**config.mk**
```make
export PLATFORM = sky130hd
export DESIGN_NAME = fetch_controller
export DESIGN_NICKNAME = d
export VERILOG_FILES = /design/src/rtl/fetch_controller.sv
export SDC_FILE = /design/constraint.sdc
export NUM_CORES = 1
export LEC_CHECK = 0
export ABC_AREA = 1
export CAP_MARGIN = 20
export CORE_MARGIN = 2
export CORE_UTILIZATION = 49
export DETAILED_ROUTE_END_ITERATION = 6
export GPL_TIMING_DRIVEN = 0
export PLACE_DENSITY = 0.78
export SYNTH_ARGS = -nofsm -noshare
export SYNTH_HDL_FRONTEND = slang
export SYNTH_SLANG_ARGS = --single-unit
```
**constraint.sdc**
```tcl
create_clock -name clk_i -period 6.5 [get_ports clk_i]
set_clock_uncertainty 0.2 [all_clocks]
set_input_delay 1.3 -clock clk_i [delete_from_list [all_inputs] [get_ports clk_i]]
set_output_delay 1.3 -clock clk_i [all_outputs]
set_load 0.05 [all_outputs]
```
**src/rtl/fetch_controller.sv**
```systemverilog
// fetch_controller: dual-issue instruction fetch sequencer.
// Owns the PC, drives two combinational instruction-memory read ports
// (pc and pc+4) and queues fetched instruction/PC pairs in a small FIFO
// that decode drains 0..2 entries per cycle. Redirects flush and restart.
// Optional build macro: FETCH_PERF_EN adds saturating perf counters.
module fetch_controller #(
  parameter logic [31:0] RESET_PC  = 32'h0000_0000,
  parameter int          MEM_WORDS = 56,
  parameter int          DEPTH     = 4
) (
  input  logic        clk_i,
  input  logic        reset_i,
  output logic [31:0] addr1_o,
  output logic [31:0] addr2_o,
  input  logic [31:0] data1_i,
  input  logic [31:0] data2_i,
  input  logic        redirect_valid_i,
  input  logic [31:0] redirect_pc_i,
  input  logic [1:0]  take_i,
  output logic        inst0_valid_o,
  output logic        inst1_valid_o,
  output logic [31:0] inst0_o,
  output logic [31:0] inst1_o,
  output logic [31:0] pc0_o,
  output logic [31:0] pc1_o,
  output logic        halted_o
`ifdef FETCH_PERF_EN
  ,
  output logic [31:0] perf_fetched_o,
  output logic [31:0] perf_stall_o
`endif
);

  localparam int          PTR_W     = $clog2(DEPTH);
  localparam int          CNT_W     = PTR_W + 1;
  localparam logic [31:0] MEM_BYTES = 32'(MEM_WORDS * 4);
  localparam logic [31:0] PAIR_LAST = MEM_BYTES - 32'd8;
  localparam logic [31:0] LAST_WORD = MEM_BYTES - 32'd4;
  localparam logic [CNT_W-1:0] CNT_PAIR_MAX   = CNT_W'(DEPTH - 2);
  localparam logic [CNT_W-1:0] CNT_SINGLE_MAX = CNT_W'(DEPTH - 1);

  typedef enum logic {RUN = 1'b0, HALT = 1'b1} state_t;

  state_t            state_q, state_d;
  logic [31:0]       pc_q, pc_d;
  logic [PTR_W-1:0]  rdPtr_q, rdPtr_d;
  logic [PTR_W-1:0]  wrPtr_q, wrPtr_d;
  logic [CNT_W-1:0]  count_q, count_d;
  logic [31:0]       instMem_q [DEPTH];
  logic [31:0]       pcMem_q   [DEPTH];

  logic              fetchEn;
  logic              canPair;
  logic              canSingle;
  logic [CNT_W-1:0]  pushNum;
  logic [CNT_W-1:0]  popNum;
  logic [CNT_W-1:0]  takeEff;
  logic [31:0]       pcStep;
  logic [31:0]       redirectTarget;
  logic [PTR_W-1:0]  rdPtrNext;
  logic              unusedBits;

  assign redirectTarget = {redirect_pc_i[31:2], 2'b00};
  assign unusedBits     = ^redirect_pc_i[1:0];

  // State register for the RUN/HALT sequencer
  always_ff @(posedge clk_i or posedge reset_i) begin
    if (reset_i) begin
      state_q <= RUN;
    end else begin
      state_q <= state_d;
    end
  end

  // Next-state: redirect picks the state from its target, otherwise halt once the PC leaves memory
  always_comb begin
    state_d = state_q;
    if (redirect_valid_i) begin
      state_d = (redirectTarget >= MEM_BYTES) ? HALT : RUN;
    end else if (state_q == RUN && pc_d >= MEM_BYTES) begin
      state_d = HALT;
    end
  end

  // FSM outputs: fetching is only allowed while running
  always_comb begin
    fetchEn  = (state_q == RUN);
    halted_o = (state_q == HALT);
  end

  // Fetch/pop decision uses pre-pop occupancy so take never reaches the address or push path
  always_comb begin
    canPair   = fetchEn && (pc_q <= PAIR_LAST) && (count_q <= CNT_PAIR_MAX);
    canSingle = fetchEn && (pc_q == LAST_WORD) && (count_q <= CNT_SINGLE_MAX);
    pushNum   = '0;
    pcStep    = 32'd0;
    if (!redirect_valid_i) begin
      if (canPair) begin
        pushNum = CNT_W'(2);
        pcStep  = 32'd8;
      end else if (canSingle) begin
        pushNum = CNT_W'(1);
        pcStep  = 32'd4;
      end
    end
    takeEff = (take_i > 2'd2) ? CNT_W'(2) : CNT_W'(take_i);
    popNum  = '0;
    if (!redirect_valid_i) begin
      popNum = (takeEff > count_q) ? count_q : takeEff;
    end
  end

  // Next values for PC, pointers and occupancy; redirect flushes and reloads
  always_comb begin
    if (redirect_valid_i) begin
      pc_d    = redirectTarget;
      rdPtr_d = '0;
      wrPtr_d = '0;
      count_d = '0;
    end else begin
      pc_d    = pc_q + pcStep;
      rdPtr_d = rdPtr_q + PTR_W'(popNum);
      wrPtr_d = wrPtr_q + PTR_W'(pushNum);
      count_d = count_q + pushNum - popNum;
    end
  end

  // PC and FIFO bookkeeping registers
  always_ff @(posedge clk_i or posedge reset_i) begin
    if (reset_i) begin
      pc_q    <= RESET_PC;
      rdPtr_q <= '0;
      wrPtr_q <= '0;
      count_q <= '0;
    end else begin
      pc_q    <= pc_d;
      rdPtr_q <= rdPtr_d;
      wrPtr_q <= wrPtr_d;
      count_q <= count_d;
    end
  end

  // FIFO storage: first push takes port 1, second push takes port 2
  always_ff @(posedge clk_i) begin
    if (pushNum != '0) begin
      instMem_q[wrPtr_q] <= data1_i;
      pcMem_q[wrPtr_q]   <= pc_q;
    end
    if (pushNum == CNT_W'(2)) begin
      instMem_q[wrPtr_q + PTR_W'(1)] <= data2_i;
      pcMem_q[wrPtr_q + PTR_W'(1)]   <= pc_q + 32'd4;
    end
  end

  // Memory addresses follow the PC at all times; head outputs are zero when their slot is empty
  always_comb begin
    addr1_o       = pc_q;
    addr2_o       = pc_q + 32'd4;
    rdPtrNext     = rdPtr_q + PTR_W'(1);
    inst0_valid_o = (count_q != '0);
    inst1_valid_o = (count_q >= CNT_W'(2));
    inst0_o       = inst0_valid_o ? instMem_q[rdPtr_q]   : 32'd0;
    pc0_o         = inst0_valid_o ? pcMem_q[rdPtr_q]     : 32'd0;
    inst1_o       = inst1_valid_o ? instMem_q[rdPtrNext] : 32'd0;
    pc1_o         = inst1_valid_o ? pcMem_q[rdPtrNext]   : 32'd0;
  end

`ifdef FETCH_PERF_EN
  logic [31:0] perfFetched_q;
  logic [31:0] perfStall_q;

  // Saturating counters of pushed instructions and RUN cycles that fetched nothing
  always_ff @(posedge clk_i or posedge reset_i) begin
    if (reset_i) begin
      perfFetched_q <= 32'd0;
      perfStall_q   <= 32'd0;
    end else begin
      if (perfFetched_q > (32'hFFFF_FFFF - 32'(pushNum))) begin
        perfFetched_q <= 32'hFFFF_FFFF;
      end else begin
        perfFetched_q <= perfFetched_q + 32'(pushNum);
      end
      if (fetchEn && !redirect_valid_i && pushNum == '0 && perfStall_q != 32'hFFFF_FFFF) begin
        perfStall_q <= perfStall_q + 32'd1;
      end
    end
  end

  assign perf_fetched_o = perfFetched_q;
  assign perf_stall_o   = perfStall_q;
`endif

endmodule

```
==> flow_summary_export.csv, run 1 <==
group,metric,value,unit
detailed_routing,num_vias,17700,
detailed_routing,drt_iter0_markers,2215,
timing,hold_viol,0,
run,maxCapViolCount,0,
timing,worst_slew_pin_slew,0.973,ns
global_route,grt_start_max_net_pins,53,
timing,fmax,0.173,GHz
synth,synthTopCellsByArea,"edfxtp_1, nand2_1, o21ai_0",
global_route,grt_overflow,0,
placed_design,port_buffers,293,
worst_setup_path,reg2reg_slack,1.70,ns
detailed_routing,wl,64.5,mm
global_route,antenna_found_initial,0,
synth,synthesis.area,0.0175,mm^2
timing,drv_slew,0,
clocking,htree_levels,1,
detailed_routing,firstDrtPassIters,6,
synth,synth_edf_count,256,
synth,ys_types,39,
hold_path,min_path_type,"flip-flop to flip-flop",
detailed_routing,final_antenna_net_count,0,
timing,post-route-period-util,0.888,
finish,fin_nets,2671,
synth,ys_seq_elements,296,
floorplanning,ioPinCount,296,
synth,synth_area_leader_cell,"edfxtp_1",
floorplanning,die_y,193,um
pwr,vdd_drop_max,0.336,mV
clocking,cts_tree,"done",
clocking,post_cts_buffers,0,
floorplanning,die_area,0.0372,mm^2
clocking,clkTransAtPathRegs,0.06,ns
pwr,p_per_area,405,mW/mm^2
synth,ys_warn_count,0,
synth,avgSynthCellArea,7.85,um^2
worst_setup_path,crit_path_start_kind,"flip-flop",
worst_setup_path,critPathRequiredTime,5.00,ns
clocking,ctsHoldBuffers,0,
global_route,grt_pass1_wl,95.6,mm
clocking,numCtsBuffers,31,
worst_setup_path,endpoint_kind,"output port",
clocking,cts_root_buf,"clkbuf_16",
timing,setup_viol,0,
timing,min_period,5.77,ns
finish,num-fill-cells,3007,
floorplanning,floorplan.rows,69,
clocking,clock_latency,0.56,ns
timing,timing.slew.headroom,0.349,
clocking,cts_sinks,296,
global_route,grtUsageTotal,0.342,
finish,synthToLayoutAreaGrowth,26.2,%
finish,drive_gt1_frac,0.0461,
detailed_routing,viasPerCell,5.81,
clocking,cts_resized,0,
finish,antennaDiodeCount,0,
worst_setup_path,arrival,4.27,ns
synth,synth_top_area_frac,0.440,
floorplanning,die_width,193,um
floorplanning,initial_utilization,0.495,
timing,rsz0062_at_grt,"false",
status,status,"completed",
placed_design,post-place-ws,0.379,ns
worst_setup_path,critical_path_class,"flip-flop to output port",
placed_design,dp_hpwl,46.0,mm
floorplanning,coreArea,0.0353,mm^2
synth,synth-seq-area-share,0.497,
pwr,p_leak,8.62,nW
synth,ys.flop_type,"edfxtp_1",
synth,netlist_instances,2226,
finish,final_core_util,0.624,
placed_design,gp_congestion,0.915,
detailed_routing,wl_per_cell,21.2,um
global_route,grt_pass1_vias,17000,
synth,async_reset_ff_frac,0.135,
detailed_routing,drc,0,
worst_setup_path,crit_fanout,10,
clocking,clk_path_buf_depth,3,
synth,synthesis.nets,2340,
timing,fin_ws,0.728,ns
## state kept, by name (all words and copies together), names as in the netlist
name and cells:
pcMem_q 128, instMem_q 128, count_q 3, halted_o 1
addr1_o 32, wrPtr_q 2, rdPtr_q 2
## metal layers
metal / share of wire / vias to the layer above / track usage
li1: - / 7983 / -
met1: 0.36 / 8199 / 0.434
met2: 0.48 / 1303 / 0.579
met3: 0.12 / 197 / 0.0498
met4: 0.044 / 0 / 0.156
met5: 0 / - / 0
## placed cells by master, fill, tap and decap left out, types with 8 or more instances in the layout
master,count
inv_2,10
nand3_1,52
nand2_1,643
a21oi_1,77
nor3_1,9
o211ai_1,62
a31oi_1,60
o21ai_0,242
edfxtp_1,256
clkdlybuf4s50_1,293
clkinv_1,12
buf_2,24
xor2_1,33
nor2_1,205
buf_6,8
nand4_1,13
clkbuf_1,191
ha_1,10
dfrtp_1,40
inv_1,180
clkbuf_16,31
or2_2,9
o21ai_1,50
buf_1,16
## metrics by stage
stage	power [mW]	setup TNS, ns	hold WS, ns	instances	cell area (um^2)
6_report	8.92	0	0.420	3041	22000
5_1_grt	9.22	0	0.468	3041	22000
4_1_cts	8.83	0	0.432	3041	22000
3_5_place_dp	7.22	0	0.413	2985	21100
3_3_place_gp	7.15	-162.69	0.397	2980	21000
2_1_floorplan	5.37	0	0.378	2226	17500
## kinds of logic (layout without fill, tap and decap cells)
logic type,after synthesis,after routing,synth area share
buf+inv,429,783,0.0983
fa+ha+maj,13,13,0.0106
flops,296,296,0.497
compound gates,499,499,0.157
simple gates,955,955,0.219
xor+xnor,34,34,0.0171
## synthesized netlist by cell type (all sizes together), types with 3 or more instances
cell type	instances
o21ai	293
edfxtp	256
inv	191
nor4	4
o211ai	62
fa	3
nand3	54
dfrtp	40
ha	10
nor3	9
nand4	13
a21oi	77
nand2	651
a22oi	5
or2	9
clkbuf	187
buf	51
a31oi	60
nor2	213
xor2	33
## power breakdown
part	internal (mW)	switching, mW	total [mW]
sequential	2.10	0.0477	2.15
clock	0.904	0.725	1.63
combinational	1.41	3.73	5.14
total	4.42	4.50	8.92
## cell type report
class                      count  area, um^2  share of cell area
buffer                       238         997              0.0453
clock buffer                  37         798              0.0362
clock inverter                19         108             0.00488
inverter                     191         719              0.0326
multi-input combinational   1501        7090               0.322
sequential                   296        8690               0.394
tap                          461         577              0.0262
timing repair buffer         298        3060               0.139
## critical path, cell delays in order, from the launching register on
cell and delay, ns:
dfrtp_1 0.37, clkbuf_1 0.60, clkbuf_1 0.65, buf_1 0.49
nor2_1 0.10, nor2_1 0.11, o21ai_0 0.10, a21oi_1 0.39
clkdlybuf4s50_1 0.91
## worst paths after layout
check / cells after the start / to / start
min in group asynchronous: 2 / count_q[2] / reset_i
setup reg to reg: 22 / halted_o / addr1_o[28]
hold reg to reg: 0 / pcMem_q[2][1] / addr1_o[1]
setup / recovery: 8 / pc0_o[13] / rdPtr_q[0]
max in group asynchronous: 2 / addr1_o[29] / reset_i
hold / removal: 0 / pcMem_q[2][1] / addr1_o[1]
(Power assumes the default switching activity.)
==> run 2: changes to the inputs <==
--- a/config.mk
+++ b/config.mk
@@ -5,7 +5,6 @@
 export SDC_FILE = /design/constraint.sdc
 export NUM_CORES = 1
 export LEC_CHECK = 0
-export ABC_AREA = 1
 export CAP_MARGIN = 20
 export CORE_MARGIN = 2
 export CORE_UTILIZATION = 49
==> flow_summary_export.csv, run 2 <==
group,metric,value,unit
status,status,"completed",
clocking,htree_levels,1,
placed_design,placedInstanceArea,0.0208,mm^2
placed_design,post-place-ws,0.388,ns
timing,hold_viol,0,
timing,fin_ws,0.673,ns
global_route,grt_pass1_wl,75.0,mm
detailed_routing,drc,0,
floorplanning,die_area,0.0363,mm^2
finish,finish.instance_area,0.0218,mm^2
synth,ys_seq_elements,296,
timing,hold-worst-slack,0.426,ns
hold_path,hp-start,"wrPtr_q[0]",
clocking,numCtsBuffers,31,
timing,drv_slew,0,
clocking,cts_tree,"done",
worst_setup_path,critPathLaunch,"addr1_o[3]",
timing,setup_viol,0,
floorplanning,die_width,191,um
synth,ys.flop_type,"edfxtp_1",
detailed_routing,wl_per_cell,22.4,um
global_route,grt_pass1_vias,13200,
clocking,cts_root_buf,"clkbuf_16",
clocking,clkTransAtPathRegs,0.06,ns
global_route,grt_overflow,0,
timing,worst_slew_pin_slew,0.964,ns
global_route,antenna_found_initial,4,
worst_setup_path,crit_fanout,11,
clocking,ctsHoldBuffers,0,
timing,timing.slew.headroom,0.358,
pwr,p_leak,7.49,nW
synth,synth_area_leader_cell,"edfxtp_1",
placed_design,place_inst,2137,
placed_design,port_buffers,293,
finish,drive_gt1_frac,0.161,
synth,async_reset_ff_frac,0.135,
pwr,vdd_drop_max,0.235,mV
detailed_routing,final_antenna_net_count,0,
worst_setup_path,critPathCapture,"addr2_o[26]",
clocking,clk_path_buf_depth,3,
synth,synthTopCellsByArea,"edfxtp_1, mux4_2, dfrtp_1",
floorplanning,floorplan.rows,68,
detailed_routing,firstDrtPassIters,5,
clocking,clock_latency,0.56,ns
synth,ys_types,62,
detailed_routing,viasPerCell,5.85,
worst_setup_path,rr_worst_depth,16,
pwr,p_per_area,353,mW/mm^2
synth,netlist_instances,1381,
run,maxCapViolCount,0,
floorplanning,coreArea,0.0344,mm^2
detailed_routing,wl,49.2,mm
clocking,post_cts_buffers,0,
timing,min_period,5.83,ns
synth,synth_top_area_frac,0.451,
finish,finalNonFillerCells,2199,
worst_setup_path,critical_path_class,"flip-flop to output port",
worst_setup_path,endpoint_kind,"output port",
floorplanning,die_y,191,um
synth,synthTopCellsByCount,"edfxtp_1, nand2_1, clkbuf_1",
finish,fin_nets,1829,
synth,synth-seq-area-share,0.509,
floorplanning,ioPinCount,296,
detailed_routing,num_vias,12900,
worst_setup_path,crit_path_start_kind,"flip-flop",
timing,post-route-period-util,0.896,
clocking,cts_sinks,296,
pwr,fin_total_pwr,7.69,mW
synth,avgSynthCellArea,12.4,um^2
placed_design,gp_congestion,0.899,
finish,final_common_cell,"clkdlybuf4s50_1",
detailed_routing,drt_iter0_markers,1442,
finish,final_core_util,0.634,
floorplanning,initial_utilization,0.496,
synth,synth_edf_count,256,
finish,most-common-layout-cells,"clkdlybuf4s50_1, edfxtp_1, nand2_1",
hold_path,hold_depth,2,
synth,synth_most_common_cell,"edfxtp_1",
worst_setup_path,r2r_start,"addr1_o[25]",
worst_setup_path,arrival,4.33,ns
hold_path,min_path_type,"flip-flop to flip-flop",
synth,ys_warn_count,0,
timing,fmax,0.172,GHz
global_route,grtUsageTotal,0.273,
global_route,grt_start_max_net_pins,46,
worst_setup_path,r2r-end,"halted_o",
worst_setup_path,critPathRequiredTime,5.00,ns
worst_setup_path,reg2reg_slack,1.26,ns
finish,synthToLayoutAreaGrowth,27.8,%
clocking,cts_resized,0,
synth,synthesis.area,0.0171,mm^2
placed_design,dp_hpwl,35.4,mm
timing,fin_setup_tns,0,ns
timing,rsz0062_at_grt,"false",
synth,synthesis.nets,1495,
## run 2: cell count changes in the layout (fill, tap and decap cells not counted), moves of 43 or more
cell / delta
o211ai_1: -61
mux2_2: +43
inv_1: -163
a31oi_1: -58
nor2_1: -167
o21ai_0: -221
o21ai_1: -46
and2_1: +129
nand2_1: -407
mux4_2: +128
a21oi_1: -70
## run 2: final cells by class
class	instances	area, um^2
well taps	455	569
flip-flops and latches	296	8690
repair buffers	301	3120
multi-input cells	860	7490
fillers	2584	12600
clock inverters	13	133
diodes	4	10.0
clock buffers	45	878
plain buffers	205	836
inverters	20	75.1
## run 2: kinds of logic (layout without fill, tap and decap cells)
group / count (synthesis) / count (layout) / synth area share
AO/OA/AOI/OAI: 60 / 60 / 0.0224
XOR/XNOR: 73 / 73 / 0.0375
adder cells (fa/ha/maj): 13 / 13 / 0.0109
buffers and inverters: 225 / 584 / 0.0534
flip-flops: 296 / 296 / 0.509
multiplexers: 197 / 197 / 0.215
other: 0 / 4 / 0
AND/OR/NAND/NOR: 517 / 517 / 0.152
## run 2: worst min path at each step
stage / end / slack [ns]
2_1_floorplan: count_q[2] / 0.36
3_3_place_gp: wrPtr_q[0] / 0.40
3_5_place_dp: wrPtr_q[0] / 0.40
4_1_cts: wrPtr_q[0] / 0.42
5_1_grt: count_q[2] / 0.45
6_report: wrPtr_q[0] / 0.43
## run 2: worst max-delay path, stage by stage, from the launching register on
cell and delay, ns:
dfrtp_1 0.62, ha_1 0.23, clkbuf_1 0.30, nand3_1 0.39
or3_1 0.42, clkbuf_1 0.21, or3_1 0.41, nor2_1 0.14
xor2_1 0.21, clkdlybuf4s50_1 0.83
## run 2: power by group
part	leakage [nW]	total, mW	switching, mW	internal (mW)
sequential	2.81	2.14	0.0368	2.10
clock	0.483	1.76	0.740	1.02
combinational	4.19	3.80	2.44	1.36
total	7.49	7.69	3.22	4.48
## run 2: per-layer routing
metal,wire length (um),up-vias,track usage
met2,24200,767,0.453
met4,1980,0,0.115
met1,18600,6375,0.358
li1,-,5610,-
met3,4390,108,0.0451
met5,0,-,0
==> run 3: changes to the inputs <==
--- a/config.mk
+++ b/config.mk
@@ -5,9 +5,9 @@
 export SDC_FILE = /design/constraint.sdc
 export NUM_CORES = 1
 export LEC_CHECK = 0
-export CAP_MARGIN = 20
 export CORE_MARGIN = 2
 export CORE_UTILIZATION = 49
+export CTS_CLUSTER_DIAMETER = 30
 export DETAILED_ROUTE_END_ITERATION = 6
 export GPL_TIMING_DRIVEN = 0
 export PLACE_DENSITY = 0.78
==> flow_summary_export.csv, run 3 (synthesis gave the netlist of run 2 again) <==
group,metric,value,unit
status,status,"completed",
placed_design,gp_congestion,0.899,
clocking,post_cts_buffers,0,
timing,hold_viol,0,
pwr,fin_total_pwr,9.06,mW
timing,fmax,0.170,GHz
worst_setup_path,critPathRequiredTime,5.00,ns
finish,final_common_cell,"clkdlybuf4s50_1",
worst_setup_path,crit_fanout,11,
finish,synthToLayoutAreaGrowth,34.0,%
global_route,grt_start_max_net_pins,46,
finish,num-fill-cells,2465,
finish,multiInputGateArea,0.00749,mm^2
clocking,cts_resized,0,
detailed_routing,drt_iter0_markers,1370,
detailed_routing,final_antenna_net_count,0,
floorplanning,ioPinCount,296,
worst_setup_path,critPathTopFamily,"simple AND/OR/NAND/NOR gates",
detailed_routing,num_vias,13200,
finish,drive_gt1_frac,0.187,
global_route,antenna_found_initial,3,
worst_setup_path,reg2reg_slack,1.26,ns
worst_setup_path,cpMaxStageDelayCell,"clkdlybuf4s50_1",
detailed_routing,wl,50.6,mm
worst_setup_path,rr_worst_depth,16,
worst_setup_path,arrival,4.39,ns
detailed_routing,dr_wl_met2,25.0,mm
detailed_routing,m1WireLength,18.5,mm
floorplanning,die_area,0.0363,mm^2
worst_setup_path,crit_chain,"ha_1, clkbuf_1, nand3_1, or3_1, clkbuf_1, or3_1, nor2_1, xor2_1, clkdlybuf4s50_1",
clocking,clkTransAtPathRegs,0.05,ns
detailed_routing,viasPerCell,5.85,
finish,fin_nets,1858,
global_route,grt_overflow,0,
worst_setup_path,max_stage_delay,0.83,ns
pwr,netSwitchingFraction,0.390,
worst_setup_path,critical_path_class,"flip-flop to output port",
clocking,cts_sinks,296,
timing,post-route-period-util,0.906,
pwr,p_per_area,396,mW/mm^2
worst_setup_path,r2r_start,"addr1_o[25]",
clocking,cts_tree,"done",
global_route,grtUsageTotal,0.280,
clocking,cts_root_buf,"clkbuf_16",
detailed_routing,wl_per_cell,22.5,um
worst_setup_path,crit_cells,9,
pwr,p_clk_frac,0.344,
clocking,numCtsBuffers,60,
hold_path,hp-start,"wrPtr_q[0]",
placed_design,port_buffers,293,
timing,worst_slew_pin_slew,0.956,ns
floorplanning,initial_utilization,0.496,
global_route,grt_pass1_wl,77.1,mm
finish,most-common-layout-cells,"clkdlybuf4s50_1, edfxtp_1, nand2_1",
placed_design,dp_hpwl,35.4,mm
clocking,htree_levels,2,
timing,setup_viol,0,
run,maxCapViolCount,0,
pwr,vdd_drop_max,0.304,mV
pwr,comb_power_share,0.419,
clocking,ctsHoldBuffers,0,
hold_path,min_to,"wrPtr_q[0]",
timing,rsz0062_at_grt,"false",
hold_path,hold_depth,2,
finish,seq_area,0.00869,mm^2
worst_setup_path,crit_path_start_kind,"flip-flop",
detailed_routing,firstDrtPassIters,5,
hold_path,min_path_type,"flip-flop to flip-flop",
clocking,clock_latency,0.58,ns
detailed_routing,drc,0,
floorplanning,die_y,191,um
timing,min_period,5.89,ns
global_route,grt_pass1_vias,13800,
detailed_routing,wl_met3,4.90,mm
worst_setup_path,crit_buf_inv,3,
worst_setup_path,endpoint_kind,"output port",
pwr,seq_power_share,0.237,
floorplanning,floorplan.rows,68,
floorplanning,die_width,191,um
clocking,clk_path_buf_depth,3,
placed_design,place_inst,2137,
timing,drv_slew,0,
finish,finalNonFillerCells,2254,
pwr,p_leak,7.99,nW
timing,timing.slew.headroom,0.359,
worst_setup_path,r2r-end,"halted_o",
detailed_routing,top_layer_used,"met4",
floorplanning,coreArea,0.0344,mm^2
pwr,power.internal,5.53,mW
pwr,p_sw,3.54,mW
==> run 3: per-stage QoR <==
step	TNS (ns)	worst slack, ns	cell area [um^2]	utilization	hold WS (ns)
finish	0	0.608	22900	0.665	0.427
global route	0	0.440	22900	0.665	0.452
floorplan	0	0.735	17100	-	0.359
detailed placement	0	0.393	20800	0.605	0.398
global placement	-409.51	-2.14	20600	0.598	0.396
CTS	0	0.701	22900	0.665	0.414
==> run 3: tightest hold or removal path, delay by kind of cell (launching register included) <==
family | cells | cell delay, ns
adders and majority gates | 1 | 0.12
DFF | 1 | 0.34
and+or+nand+nor | 1 | 0.12
==> run 3: final cells by class <==
cell class,count,share of cell area
diodes,3,0.000328
plain buffers,205,0.0366
clock buffers,68,0.0670
clock inverters,46,0.0237
inverters,20,0.00328
multi-input cells,860,0.328
flip-flops and latches,296,0.380
well taps,455,0.0249
repair buffers,301,0.137
==> run 3: worst max-delay path by stage <==
stage                     startpoint               to
CTS                       addr1_o[3]      addr2_o[26]
floorplan                 addr1_o[2]  instMem_q[2][0]
detailed placement  redirect_valid_i         halted_o
finish                    addr1_o[3]      addr2_o[26]
global placement    redirect_valid_i  instMem_q[2][6]
global route              addr1_o[3]      addr2_o[22]
==> run 3: power groups by stage <==
stage | Clock, mW | Combinational, mW | Sequential [mW]
after CTS | 3.13 | 3.82 | 2.14
after global placement | 0 | 3.77 | 2.18
after floorplan | 0 | 2.48 | 2.22
final | 3.12 | 3.80 | 2.14
after detailed placement | 0 | 3.80 | 2.18
after global routing | 3.23 | 3.96 | 2.15
==> run 3: routing by layer <==
layer,up-vias,track usage
met5,-,0
met3,139,0.0490
met4,0,0.130
met1,6479,0.357
li1,5705,-
met2,866,0.470
